===== config.mk =====
export PLATFORM = sky130hd
export DESIGN_NAME = bsg_mem_nr1w_sync_init_synth
export DESIGN_NICKNAME = d
export VERILOG_FILES = /design/src/rtl/bsg_mem_nr1w_sync_init_synth.sv
export SDC_FILE = /design/constraint.sdc
export NUM_CORES = 1
export LEC_CHECK = 0
export BUFFER_PORTS_ARGS = -buffer_cell sky130_fd_sc_hd__buf_2
export CORE_MARGIN = 4
export CORE_UTILIZATION = 45
export CTS_BUF_LIST = sky130_fd_sc_hd__clkbuf_8
export DETAILED_ROUTE_END_ITERATION = 16
export PLACE_DENSITY = 0.74
export SETUP_SLACK_MARGIN = 0.4
export SLEW_MARGIN = 10
export SYNTH_ARGS = -nofsm -noshare
export SYNTH_HDL_FRONTEND = slang
export SYNTH_SLANG_ARGS = --single-unit

===== constraint.sdc =====
create_clock -name clk_i -period 2.8 [get_ports clk_i]
set_clock_uncertainty 0.05 [all_clocks]
set_input_delay 0.56 -clock clk_i [delete_from_list [all_inputs] [get_ports clk_i]]
set_output_delay 0.56 -clock clk_i [all_outputs]
set_load 0.005 [all_outputs]

===== src/rtl/bsg_mem_nr1w_sync_init_synth.sv =====
// Register-array RAM with N synchronous read ports and one bit-masked write port.
// After reset a sequencer writes init_val_p to every entry. ready_o rises once every
// entry has been written. Reads are write-first because the read address is registered
// and the array mux sits after the register. Read ports can optionally hold their last data.
module bsg_mem_nr1w_sync_init_synth #(
  parameter int unsigned        width_p                = 8,
  parameter int unsigned        els_p                  = 8,
  parameter int unsigned        read_ports_p           = 2,
  parameter bit                 read_write_same_addr_p = 1'b0,
  parameter bit                 latch_last_read_p      = 1'b0,
  parameter logic [width_p-1:0] init_val_p             = '0,
  parameter int unsigned        addr_width_lp          = (els_p == 1) ? 1 : $clog2(els_p)
) (
  input  logic                                   clk_i,
  input  logic                                   reset_i,
  output logic                                   ready_o,
  input  logic                                   w_v_i,
  input  logic [width_p-1:0]                     w_mask_i,
  input  logic [addr_width_lp-1:0]               w_addr_i,
  input  logic [width_p-1:0]                     w_data_i,
  input  logic [read_ports_p-1:0]                r_v_i,
  input  logic [read_ports_p*addr_width_lp-1:0]  r_addr_i,
  output logic [read_ports_p*width_p-1:0]        r_data_o
);

  typedef enum logic [1:0] {eReset, eClear, eReady} state_e;

  localparam logic [addr_width_lp-1:0] LastIdx = addr_width_lp'(els_p - 1);

  state_e                     state_q, state_d;
  logic [addr_width_lp-1:0]   clr_cnt_q, clr_cnt_d;
  logic                       clr_we;
  logic                       w_en;
  logic [addr_width_lp-1:0]   w_idx;
  logic                       w_addr_ok;

  logic [width_p-1:0]         mem_q [els_p];

  // State register and clear counter; reset aborts any clear in progress.
  always_ff @(posedge clk_i) begin
    if (reset_i) begin
      state_q   <= eReset;
      clr_cnt_q <= '0;
    end else begin
      state_q   <= state_d;
      clr_cnt_q <= clr_cnt_d;
    end
  end

  // Next-state logic. The first cycle after reset release (state_q still eReset) is
  // already a clear cycle, so the sweep takes exactly els_p cycles.
  always_comb begin
    state_d   = state_q;
    clr_cnt_d = clr_cnt_q;
    clr_we    = 1'b0;
    unique case (state_q)
      eReset, eClear: begin
        clr_we = ~reset_i;
        if (clr_cnt_q == LastIdx) begin
          state_d   = eReady;
          clr_cnt_d = '0;
        end else begin
          state_d   = eClear;
          clr_cnt_d = clr_cnt_q + 1'b1;
        end
      end
      eReady:  state_d = eReady;
      default: state_d = eReset;
    endcase
  end

  // Gate with reset_i so no user access slips through in the cycle reset is raised.
  assign ready_o = (state_q == eReady) && !reset_i;

  // Single-entry arrays ignore the address entirely.
  assign w_idx     = (els_p == 1) ? '0 : w_addr_i;
  assign w_addr_ok = (els_p == 1) || (32'(w_addr_i) < els_p);
  assign w_en      = ready_o && w_v_i && w_addr_ok;

  // Array update: clear sweep has priority and ignores the mask.
  always_ff @(posedge clk_i) begin
    if (clr_we) begin
      mem_q[clr_cnt_q] <= init_val_p;
    end else if (w_en) begin
      mem_q[w_idx] <= (mem_q[w_idx] & ~w_mask_i) | (w_data_i & w_mask_i);
    end
  end

  logic [read_ports_p-1:0] r_v_q;

  // Per-port "read was issued last cycle" flags; reads are ignored until ready.
  always_ff @(posedge clk_i) begin
    if (reset_i) begin
      r_v_q <= '0;
    end else begin
      r_v_q <= r_v_i & {read_ports_p{ready_o}};
    end
  end

  for (genvar p = 0; p < read_ports_p; p++) begin : g_rd
    logic [addr_width_lp-1:0] r_addr_q;
    logic [addr_width_lp-1:0] r_idx;
    logic [width_p-1:0]       r_mem_data;

    // Registered read address; holds when the port is idle.
    always_ff @(posedge clk_i) begin
      if (r_v_i[p] && ready_o) begin
        r_addr_q <= r_addr_i[p*addr_width_lp +: addr_width_lp];
      end
    end

    assign r_idx      = (els_p == 1) ? '0 : r_addr_q;
    assign r_mem_data = ((els_p == 1) || (32'(r_addr_q) < els_p)) ? mem_q[r_idx] : '0;

    if (latch_last_read_p) begin : g_latch
      logic [width_p-1:0] r_hold_q;

      // Capture what the port presented so it stays stable while idle.
      always_ff @(posedge clk_i) begin
        if (reset_i) begin
          r_hold_q <= '0;
        end else if (r_v_q[p]) begin
          r_hold_q <= r_mem_data;
        end
      end

      assign r_data_o[p*width_p +: width_p] = r_v_q[p] ? r_mem_data : r_hold_q;
    end else begin : g_nolatch
      assign r_data_o[p*width_p +: width_p] = r_mem_data;
    end
  end

`ifndef SYNTHESIS
  initial begin
    $display("bsg_mem_nr1w_sync_init_synth: width_p=%0d els_p=%0d read_ports_p=%0d",
             width_p, els_p, read_ports_p);
  end

  // Usage checks: access before ready, out-of-range addresses, illegal collisions.
  always_ff @(posedge clk_i) begin
    if (!reset_i) begin
      assert (ready_o || !(w_v_i || (|r_v_i)))
        else $warning("access requested while clear in progress; ignored");
      if (ready_o && (els_p > 1)) begin
        assert (!w_v_i || (32'(w_addr_i) < els_p))
          else $warning("write address %0d out of range", w_addr_i);
        for (int p = 0; p < int'(read_ports_p); p++) begin
          assert (!r_v_i[p] || (32'(r_addr_i[p*addr_width_lp +: addr_width_lp]) < els_p))
            else $warning("read port %0d address out of range", p);
          if (!read_write_same_addr_p) begin
            assert (!(r_v_i[p] && w_v_i &&
                      (r_addr_i[p*addr_width_lp +: addr_width_lp] == w_addr_i)))
              else $warning("read port %0d collides with write address", p);
          end
        end
      end
    end
  end
`endif

endmodule


After elaboration in Yosys (flattened, before gate mapping)

Memories as Yosys holds them, arrays and structs flattened. A register that Yosys moved wholly into a read port is not among the register bits.
Cells that the tools add are included.

Logic and storage cells: 36
Output and inout bits: 17
Memories kept: 1
Register bits after elaboration: 11
Memory bits (writable): 64
Bits of input ports: 30

Memories:

| memory | words | bits a word | read ports | clocked after Yosys merged registers in | wr ports | line | source |
|---|---|---|---|---|---|---|---|
| mem_q  | 8     | 8           | 3          | 2                                       | 1        | 37   | `logic [width_p-1:0] mem_q [els_p];` |

Equality and inequality tests: 3
Bitwise operators: 5
Reductions and logical operators: 8
Muxes and demuxes: 14
Add/subtract/negate cells: 1

Operators with widths:

| cell                  | number |
|---|---|
| $and A8 B8 Y8         | 2 |
| $mux W3               | 4 |
| $mux W8               | 1 |
| $not A8 Y8            | 1 |
| $or A8 B8 Y8          | 1 |
| $reduce_or A8 Y1      | 1 |
| $mux W1               | 7 |
| $logic_and A1 B1 Y1   | 4 |
| $pmux W2 S2           | 1 |
| $add A3 B1 Y3 const B | 1 |
| $eq A3 B3 Y1 const B  | 1 |
| $eq A2 B1 Y1 const B  | 1 |
| $eq A2 B2 Y1 const B  | 1 |
| $logic_not A2 Y1      | 1 |
| $mux W2               | 1 |
| $reduce_or A2 Y1      | 1 |
| $logic_not A1 Y1      | 1 |
| $not A1 Y1            | 1 |

Logic depth before layout (Yosys ltp)

Gate-level depths: netlist of the first run.

Depth after elaboration: 8
Depth in mapped cells: 5
Mapped depth without buffers: 5

Worst setup path after synthesis of the first run

OpenSTA, ideal clock, no wires.

Kind: input -> register
Start: input port reset_i
End: memory mem_q[4][0], enable pin
Path slack: 0.317 ns
Stages on the path: 4
Setup time: 0.383 ns
Data required time: 2.367 ns
Path buffers: 1
Arrival time: 2.050 ns
Cells stage by stage: buf_2 -> and4bb_2 -> mux2_2 -> nor3_1

Longest elaborated chain between the ends: 8
Elaborated cells on any way between the ends: 13
Classes of those cells: 8 x mux; 1 x bitwise; 4 x reduce/logical

Ends and longest elaborated chain:

| what                                                       | line | source |
|---|---|---|
| from (decl)                                                | 15   | `input logic reset_i,` |
| $logic_not A1 Y1                                           | 73   | `assign ready_o = (state_q == eReady) && !reset_i;` |
| $logic_and A1 B1 Y1                                        | 73   |  |
| $logic_and A1 B1 Y1                                        | 78   | `assign w_en = ready_o && w_v_i && w_addr_ok;` |
| $mux W1                                                    | 84   | `end else if (w_en) begin` |
| $mux W1                                                    | 82   | `if (clr_we) begin` |
| $mux W1 (not written as such)                              | 85   | `mem_q[w_idx] <= (mem_q[w_idx] & ~w_mask_i) \| (w_data_i & w_mask_i);` |
| $reduce_or A8 Y1 (no source line)                          | -    |  |
| $mux W3 (no source line) / $mux W1 (equally long branches) | -    |  |
| to (decl)                                                  | 37   |  |

Parallel ways exist; a longest one is shown, timed or not.

==> metrics.txt, run 1 <==
setup violators final=0; Max FO, Critical Path=8; layout cells sized above 1=0.523; die area=11500 sq um; multi-input combinational cell area=1860 sq um; Hold Vio Cnt, Final=0; fin crit period=2430 ps; port bufs=46; routed wire length per instance=21.0 microns; synthesized area=4430 sq um; Pre-Repair DR Iteration Count=4; Worst-Margin Slew=785 ps; CTS Root Buffer Type=clkbuf_8; CTS Buffer Depth=2; startpoint types=flip-flop; total track usage=0.176; placed inst area=4800 sq um; Hold Crit Class=input pin to flip-flop; Final Max Slew Viols=0; Reg area=2330 sq um; RePlAce Congestion=0.744; Seq cells post-synth=81; fmax=0.411 GHz; ANT cells=0; vias=2570; Initial Util=0.470; Via density=5.64; reg2reg end=mem_q[6][0]; Inst Count DP=438; Post-Route Utilization=0.543; DRC=0; Area Growth Syn to Fin=15.4%; DIE WIDTH=107 microns; Max-slew headroom=0.476; H-tree depth=3; Inserted Clock Buffers=9; CP Cell Sequence=buf_12, mux4_2, mux2_4, buf_6; commonest cells after routing, fill and taps aside=70 x edfxtp_1, 39 x mux2_2, 32 x mux4_2, 32 x buf_2, 18 x a21oi_1; WP data required=2190 ps; critical path class=flip-flop to output pin; Final nets=354; Skew-Pair Late Insertion Delay=350 ps; Avg Inst Size Synth=16.5 sq um; RSZ-0062 raised after global routing=true; first-pass GRT wire length=14800 microns; Final ANT Viol Nets=0; yosys warns=0; most common cell after layout, fill and taps aside=edfxtp_1; Starting DRT DRC Count=171; largest net degree at the start of global routing=35; peak supply drop=0.280 mV; Seq/Total Area, Yosys=0.524; TritonCTS clock tree=done; chip height=107 microns; worst setup path endpoint=r_data_o[15]; Post-CTS Setup Bufs=0; R2R Setup Slk=680 ps; Finished Cell Area=5110 sq um; highest-delay cell along the critical path=mux4_2; total clock sinks=81; Hold Buf Count CTS=0; Post-DP HPWL=6170 microns; status=completed; Total Wirelength=9590 microns; Cell variety after synth=29; Max-Cap Viols=0; worst reg2reg path depth=5; Synth Instances=269; FILL cells=775; Reg clk slew, reported paths=80 ps; fin cells=456; CP peak stage delay=520 ps; Setup TNS Final=0 ps; period utilisation layout=0.869; Mapped Nets=301; FP Rows=35; io pins=47; initial antenna violation count=0; Power per Cell Area=468 nW/um^2; reg-to-reg startpoint=state_q[1]; Worst Setup End Kind=output pin; vias in the first global route=2763; Pleak=1.92 nW; Core Region=9420 sq um; GR Overflow Total=0; crit path DAT=1820 ps
-- sequential cells by signal (all words and copies together), names as in the netlist, named ones only --
name	cells
mem_q	64
g_rd.r_addr_q	6
clr_cnt_q	3
state_q	2
-- worst min-delay path by stage --
stage | cells after the start | from | endpoint
2_1_floorplan | 1 | g_rd[0].r_addr_q[0] | flip-flop
3_3_place_gp | 1 | g_rd[1].r_addr_q[1] | flip-flop
3_5_place_dp | 1 | g_rd[0].r_addr_q[0] | flip-flop
4_1_cts | 1 | r_addr_i[2] | g_rd[0].r_addr_q[2]
5_1_grt | 1 | r_addr_i[4] | g_rd[1].r_addr_q[1]
6_report | 1 | r_addr_i[2] | g_rd[0].r_addr_q[2]
-- metal layers --
layer  vias up  track usage  part of all wire
met5         -            0                 0
met4         0       0.0511            0.0085
met3         8       0.0301             0.054
met2        64        0.309              0.52
met1      1293        0.223              0.41
li1       1205            -                 -
-- power by group --
part	leakage (nW)	switching (mW)	internal [mW]	total, mW
clock network	0.100	0.442	0.420	0.862
registers	0.797	0.0193	1.32	1.34
logic	1.02	0.0903	0.0953	0.186
total	1.92	0.552	1.84	2.39
-- metrics by stage --
step / setup WS (ps) / power [mW] / hold WS (ps)
final: 367 / 2.39 / 347
after global routing: 314 / 2.49 / 331
after CTS: 345 / 2.39 / 333
after detailed placement: 311 / 1.55 / 409
after global placement: 359 / 1.54 / 415
after floorplan: 317 / 1.48 / 399
-- Yosys cell counts (all sizes together) --
library cell / instances / share of area
o21ai: 8 / 0.0090
nor3b: 2 / 0.0045
nor4bb: 1 / 0.0023
o21bai: 1 / 0.0017
clkbuf: 6 / 0.0051
and4bb: 1 / 0.0028
mux2i: 4 / 0.0090
and2: 3 / 0.0042
edfxtp: 70 / 0.47
mux4: 32 / 0.19
a222oi: 8 / 0.018
buf: 16 / 0.029
nor2: 6 / 0.0051
nand4b: 1 / 0.0020
nand2b: 1 / 0.0014
a21oi: 18 / 0.020
a21o: 1 / 0.0017
inv: 9 / 0.0076
nor2b: 2 / 0.0028
nor3: 10 / 0.011
ha: 2 / 0.0057
mux2: 56 / 0.14
dfxtp: 11 / 0.050
-- repair_timing --
action / CTS / global route
gates resized for setup: 60 / 13
gates cloned: 2 / 0
endpoints found under the setup margin: 16 / 16
-- cells by family (layout without fill, tap and decap cells) --
family / after synthesis / count (layout) / share of synthesized area
adder cells (fa/ha/maj): 2 / 2 / 0.00565
AND/OR/NAND/NOR: 27 / 27 / 0.0365
flip-flops: 81 / 81 / 0.524
buffers and inverters: 31 / 89 / 0.0413
multiplexers: 92 / 92 / 0.341
AO/OA/AOI/OAI: 36 / 36 / 0.0509
-- cell type report --
cell class / instances / area share
multi-input cells: 157 / 0.365
inverters: 9 / 0.00661
clock buffers: 9 / 0.0242
well taps: 129 / 0.0316
flip-flops and latches: 81 / 0.456
repair buffers: 64 / 0.101
clock inverters: 7 / 0.0152
-- worst max-delay path: cells and delay by family (launching register included) --
kind | cells | cell delay (ps)
mux | 2 | 800
flops | 1 | 400
buf+inv | 2 | 270
Power figures use the tool's default switching activity.
==> run 2, diff against run 1 <==
==> constraint.sdc (replaced) <==
create_clock -name clk_i -period 3.1 [get_ports clk_i]
set_clock_uncertainty 0.05 [all_clocks]
set_input_delay 0.62 -clock clk_i [delete_from_list [all_inputs] [get_ports clk_i]]
set_output_delay 0.62 -clock clk_i [all_outputs]
set_load 0.005 [all_outputs]
==> metrics.txt, run 2 (synthesis results as in run 1) <==
io pins=47 (unchanged); Post-DP HPWL=6450 microns (+4.6%); Max-slew headroom=0.465 (-0.0115); Initial Util=0.470 (unchanged); Reg area=2320 sq um (-0.32%); WP data required=2430 ps (+240 ps); CTS Root Buffer Type=clkbuf_8; Hold Crit Class=input pin to flip-flop; Inserted Clock Buffers=9 (unchanged); status=completed; chip height=107 microns (unchanged); Area Growth Syn to Fin=12.9%; worst reg2reg path depth=4 (-1); period utilisation layout=0.833; layout cells sized above 1=0.409 (-0.114); Total Wirelength=9760 microns (+1.7%); port bufs=46 (unchanged); crit path DAT=1910 ps (+90 ps); Via density=5.94 (+5.3%); commonest cells after routing, fill and taps aside=70 x edfxtp_1, 54 x mux2_2, 46 x buf_2; Core Region=9420 sq um (unchanged); number of flip-flops under the largest register name=64 (unchanged); vias=2695 (+4.9%); Starting DRT DRC Count=219 (+28%); Power per Cell Area=429 nW/um^2 (-8.2%); RSZ-0062 raised after global routing=false; first-pass GRT wire length=14800 microns (about the same); Psw=0.490 mW (-11%); FILL cells=781 (+0.77%); setup violators final=0 (unchanged); Final ANT Viol Nets=0 (unchanged); fmax=0.387 GHz; multi-input combinational cell area=1920 sq um (+3.2%); ANT cells=0 (unchanged); die area=11500 sq um (unchanged); routed wire length per instance=21.5 microns (+2.1%); Hold Vio Cnt, Final=0 (unchanged); GR Overflow Total=0 (unchanged); RePlAce Congestion=0.837 (+12%); largest reg by FF count=mem_q; Worst-Margin Slew=803 ps (+17.2 ps); Top Registers=mem_q x64, g_rd.r_addr_q x6, clr_cnt_q x3; Logic pwr share=0.074 (-0.004); startpoint types=flip-flop; Skew-Pair Late Insertion Delay=340 ps (about the same); largest net degree at the start of global routing=35 (unchanged); Setup TNS Final=0 ps (unchanged); Pre-Repair DR Iteration Count=5 (+1); Reg clk slew, reported paths=80 ps (about the same); hold depth=1 (unchanged); CTS Buffer Depth=2 (unchanged); most common cell after layout, fill and taps aside=edfxtp_1; peak supply drop=0.194 mV (-31%); critical path class=flip-flop to output pin; H-tree depth=3 (unchanged); vias in the first global route=2690 (-2.6%); initial antenna violation count=0 (unchanged); total clock sinks=81 (unchanged); Max FO, Critical Path=16 (+8); TritonCTS clock tree=done; clock group share of total power=0.360 (about the same); placed inst area=4790 sq um (-0.10%); Finished Cell Area=5000 sq um (-2.1%); Final nets=352 (-0.56%); R2R Setup Slk=790 ps (+110 ps); Worst Setup End Kind=output pin; FP Rows=35 (unchanged); fin crit period=2580 ps; DIE WIDTH=107 microns (unchanged); Pleak=1.98 nW (+2.9%); switching share of power=0.228 (-0.00226); Pint=1.66 mW (-9.9%); Hold Buf Count CTS=0 (unchanged); Final Max Slew Viols=0 (unchanged); total track usage=0.175 (-0.000923); DRC=0 (unchanged); Max-Cap Viols=0 (unchanged); sequential share of power=0.566 (+0.004)
==> run 2: cell type report <==
| type | count | share of cell area |
|---|---|---|
| tap | 129 | 0.0323 |
| multi-input combinational | 157 | 0.385 |
| timing repair buffer | 62 | 0.0716 |
| clock inverter | 7 | 0.0155 |
| inverter | 9 | 0.00676 |
| clock buffer | 9 | 0.0248 |
| sequential | 81 | 0.464 |
==> run 2: final timing paths <==
kind                                          start                  end
worst min register to register  g_rd[1].r_addr_q[0]            flip-flop
worst min-delay path                    r_addr_i[3]  g_rd[1].r_addr_q[0]
worst max-delay path                      flip-flop          r_data_o[1]
worst max register to register           state_q[1]          mem_q[2][1]
==> run 2: worst max-delay path, stage by stage (launching register included) <==
cell	delay, ps
dfxtp_1	330
buf_6	230
mux4_1	600
mux2_2	280
buf_2	130
==> run 2: stage by stage <==
step / hold WS, ps / setup slack [ps] / power, mW / utilization / instances
floorplan: 399 / 557 / 1.33 / - / 269
global placement: 414 / 505 / 1.39 / 0.509 / 438
detailed placement: 422 / 479 / 1.40 / 0.509 / 438
CTS: 396 / 416 / 2.16 / 0.530 / 454
global route: 403 / 431 / 2.23 / 0.531 / 454
finish: 415 / 518 / 2.15 / 0.531 / 454
==> run 2: routing by layer <==
metal / vias up / share of wire / global-route usage
met5: - / 0 / 0
met4: 0 / 0.015 / 0.0630
met3: 14 / 0.072 / 0.0331
met2: 119 / 0.51 / 0.291
met1: 1335 / 0.40 / 0.229
li1: 1227 / - / -
==> run 2: power by group through the flow <==
stage	clock network [mW]	logic, mW	registers [mW]
after floorplan	0	0.0995	1.23
after global placement	0	0.154	1.24
after detailed placement	0	0.159	1.24
after CTS	0.784	0.159	1.22
after global routing	0.840	0.173	1.22
final	0.772	0.159	1.22
==> run 2: timing repair <==
item / in CTS / in global routing
resized for setup: 0 / 2
setup endpoints to repair: 0 / 10
setup buffers: 0 / 0
==> run 3, diff against run 2 <==
==> constraint.sdc (replaced) <==
create_clock -name clk_i -period 2.71 [get_ports clk_i]
set_clock_uncertainty 0.05 [all_clocks]
set_input_delay 0.542 -clock clk_i [delete_from_list [all_inputs] [get_ports clk_i]]
set_output_delay 0.542 -clock clk_i [all_outputs]
set_load 0.005 [all_outputs]
==> metrics.txt, run 3 (synthesis results as in run 1) <==
Max FO, Critical Path=8 (-8); reg-to-reg startpoint=state_q[1]; chip height=107 microns (unchanged); number of flip-flops under the largest register name=64 (unchanged); startpoint types=flip-flop; period utilisation layout=0.896; Inserted Clock Buffers=9 (unchanged); Final Max Slew Viols=0 (unchanged); CP Cell Sequence=buf_12, mux4_2, mux2_4, buf_6; GR Overflow Total=0 (unchanged); WP data required=2120 ps (-310 ps); Initial Util=0.470 (unchanged); Area Growth Syn to Fin=14.8%; Post-DP HPWL=6440 microns (-0.23%); RSZ-0062 raised after global routing=true; Worst-Margin Slew=807 ps (+4.03 ps); largest net degree at the start of global routing=35 (unchanged); DIE WIDTH=107 microns (unchanged); most common cell after layout, fill and taps aside=edfxtp_1; CP peak stage delay=510 ps (-90 ps); largest reg by FF count=mem_q; crit path DAT=1840 ps (-70 ps); fin crit period=2430 ps; Hold Buf Count CTS=0 (unchanged); status=completed; port bufs=46 (unchanged); Post-Route Utilization=0.540 (+0.00904); DRC=0 (unchanged); Pleak=1.91 nW (-3.3%); ANT cells=0 (unchanged); Hold Vio Cnt, Final=0 (unchanged); Hold Crit Class=input pin to flip-flop; Total Wirelength=9960 microns (+2.1%); WHS=323 ps (-91.2 ps); TritonCTS clock tree=done; CTS Buffer Depth=2 (unchanged); Pre-Repair DR Iteration Count=5 (unchanged); Worst Setup End Kind=output pin; FP Rows=35 (unchanged); Max-slew headroom=0.462 (-0.00269); total clock sinks=81 (unchanged); Starting DRT DRC Count=236 (+7.8%); peak supply drop=0.289 mV (+49%); Power, Total=2.37 mW (+10%); Top Registers=mem_q x64, g_rd.r_addr_q x6, clr_cnt_q x3; vias=2647 (-1.8%); CTS Root Buffer Type=clkbuf_8; routed wire length per instance=21.8 microns (+1.7%); FILL cells=782 (+0.13%); commonest cells after routing, fill and taps aside=70 x edfxtp_1, 39 x mux2_2, 32 x mux4_2, 32 x buf_2, 18 x a21oi_1; fmax=0.412 GHz; io pins=47 (unchanged); min-delay src=r_addr_i[3]; highest-delay cell along the critical path=mux4_2; Max-Cap Viols=0 (unchanged); die area=11500 sq um (unchanged); Power per Cell Area=466 nW/um^2 (+8.5%); Via density=5.80 (-2.2%); critical path class=flip-flop to output pin; Setup TNS Final=0 ps (unchanged); initial antenna violation count=0 (unchanged); Finished Cell Area=5080 sq um (+1.7%); vias in the first global route=2661 (-1.1%); layout cells sized above 1=0.526 (+0.117); total track usage=0.180 (+0.00533); Final ANT Viol Nets=0 (unchanged); H-tree depth=3 (unchanged); RePlAce Congestion=0.754 (-9.9%); Skew-Pair Late Insertion Delay=350 ps (about the same); Final nets=354 (+0.57%); setup violators final=0 (unchanged); first-pass GRT wire length=15100 microns (+1.8%); Core Region=9420 sq um (unchanged); Reg clk slew, reported paths=90 ps (about the same); placed inst area=4800 sq um (+0.10%)
==> run 3: cell count changes in the layout (fill, tap and decap cells not counted), sizes merged <==
cell      delta
clkinv       +1
clkinvlp     -1
bufinv       -1
inv          +1
buf          +2
==> run 3: timing repair <==
| item | 4_1_cts | 5_1_grt |
|---|---|---|
| cloned | 2 | 0 |
| gates resized for setup | 66 | 8 |
| endpoints found under the setup margin | 16 | 63 |
| setup buffers | 0 | 0 |
| hold endpoints to repair | 0 | 0 |
==> run 3: metrics by stage <==
| stage | cells | setup slack (ps) |
|---|---|---|
| after global routing | 456 | 217 |
| final | 456 | 282 |
| after detailed placement | 438 | 200 |
| after CTS | 456 | 257 |
| after global placement | 438 | 286 |
| after floorplan | 269 | 245 |
==> run 3: final timing paths <==
kind | end | depth (start not counted) | slack, ps
min reg2reg | flip-flop | 1 | 430
min | g_rd[1].r_addr_q[0] | 1 | 320
max | r_data_o[7] | 4 | 280
max reg2reg | mem_q[0][3] | 4 | 590
==> run 3: power breakdown <==
part / switching (mW) / internal (mW) / total (mW)
combinational: 0.0954 / 0.0986 / 0.194
clock: 0.447 / 0.340 / 0.787
sequential: 0.0203 / 1.37 / 1.39
total: 0.562 / 1.81 / 2.37
==> run 3: metal layers <==
| layer | wire, microns | GRT usage | vias up |
|---|---|---|---|
| met5 | 0 | 0 | - |
| met4 | 124 | 0.0566 | 0 |
| met3 | 638 | 0.0295 | 13 |
| met2 | 5350 | 0.317 | 105 |
| met1 | 3850 | 0.227 | 1331 |
| li1 | - | - | 1198 |
==> run 3: area by class of cell <==
cell class                 count  area (sq um)  share of cell area
timing repair buffer          64           518               0.102
inverter                       9          33.8             0.00664
clock buffer                   9           124              0.0244
multi-input combinational    157          1860               0.367
sequential                    81          2330               0.458
tap                          129           161              0.0317
clock inverter                 7          52.6              0.0103
==> run 3: critical path, delay by kind of cell, from the launching register on <==
family / cells / cell delay, ps
buffers and inverters: 2 / 280
DFF: 1 / 410
muxes: 2 / 790
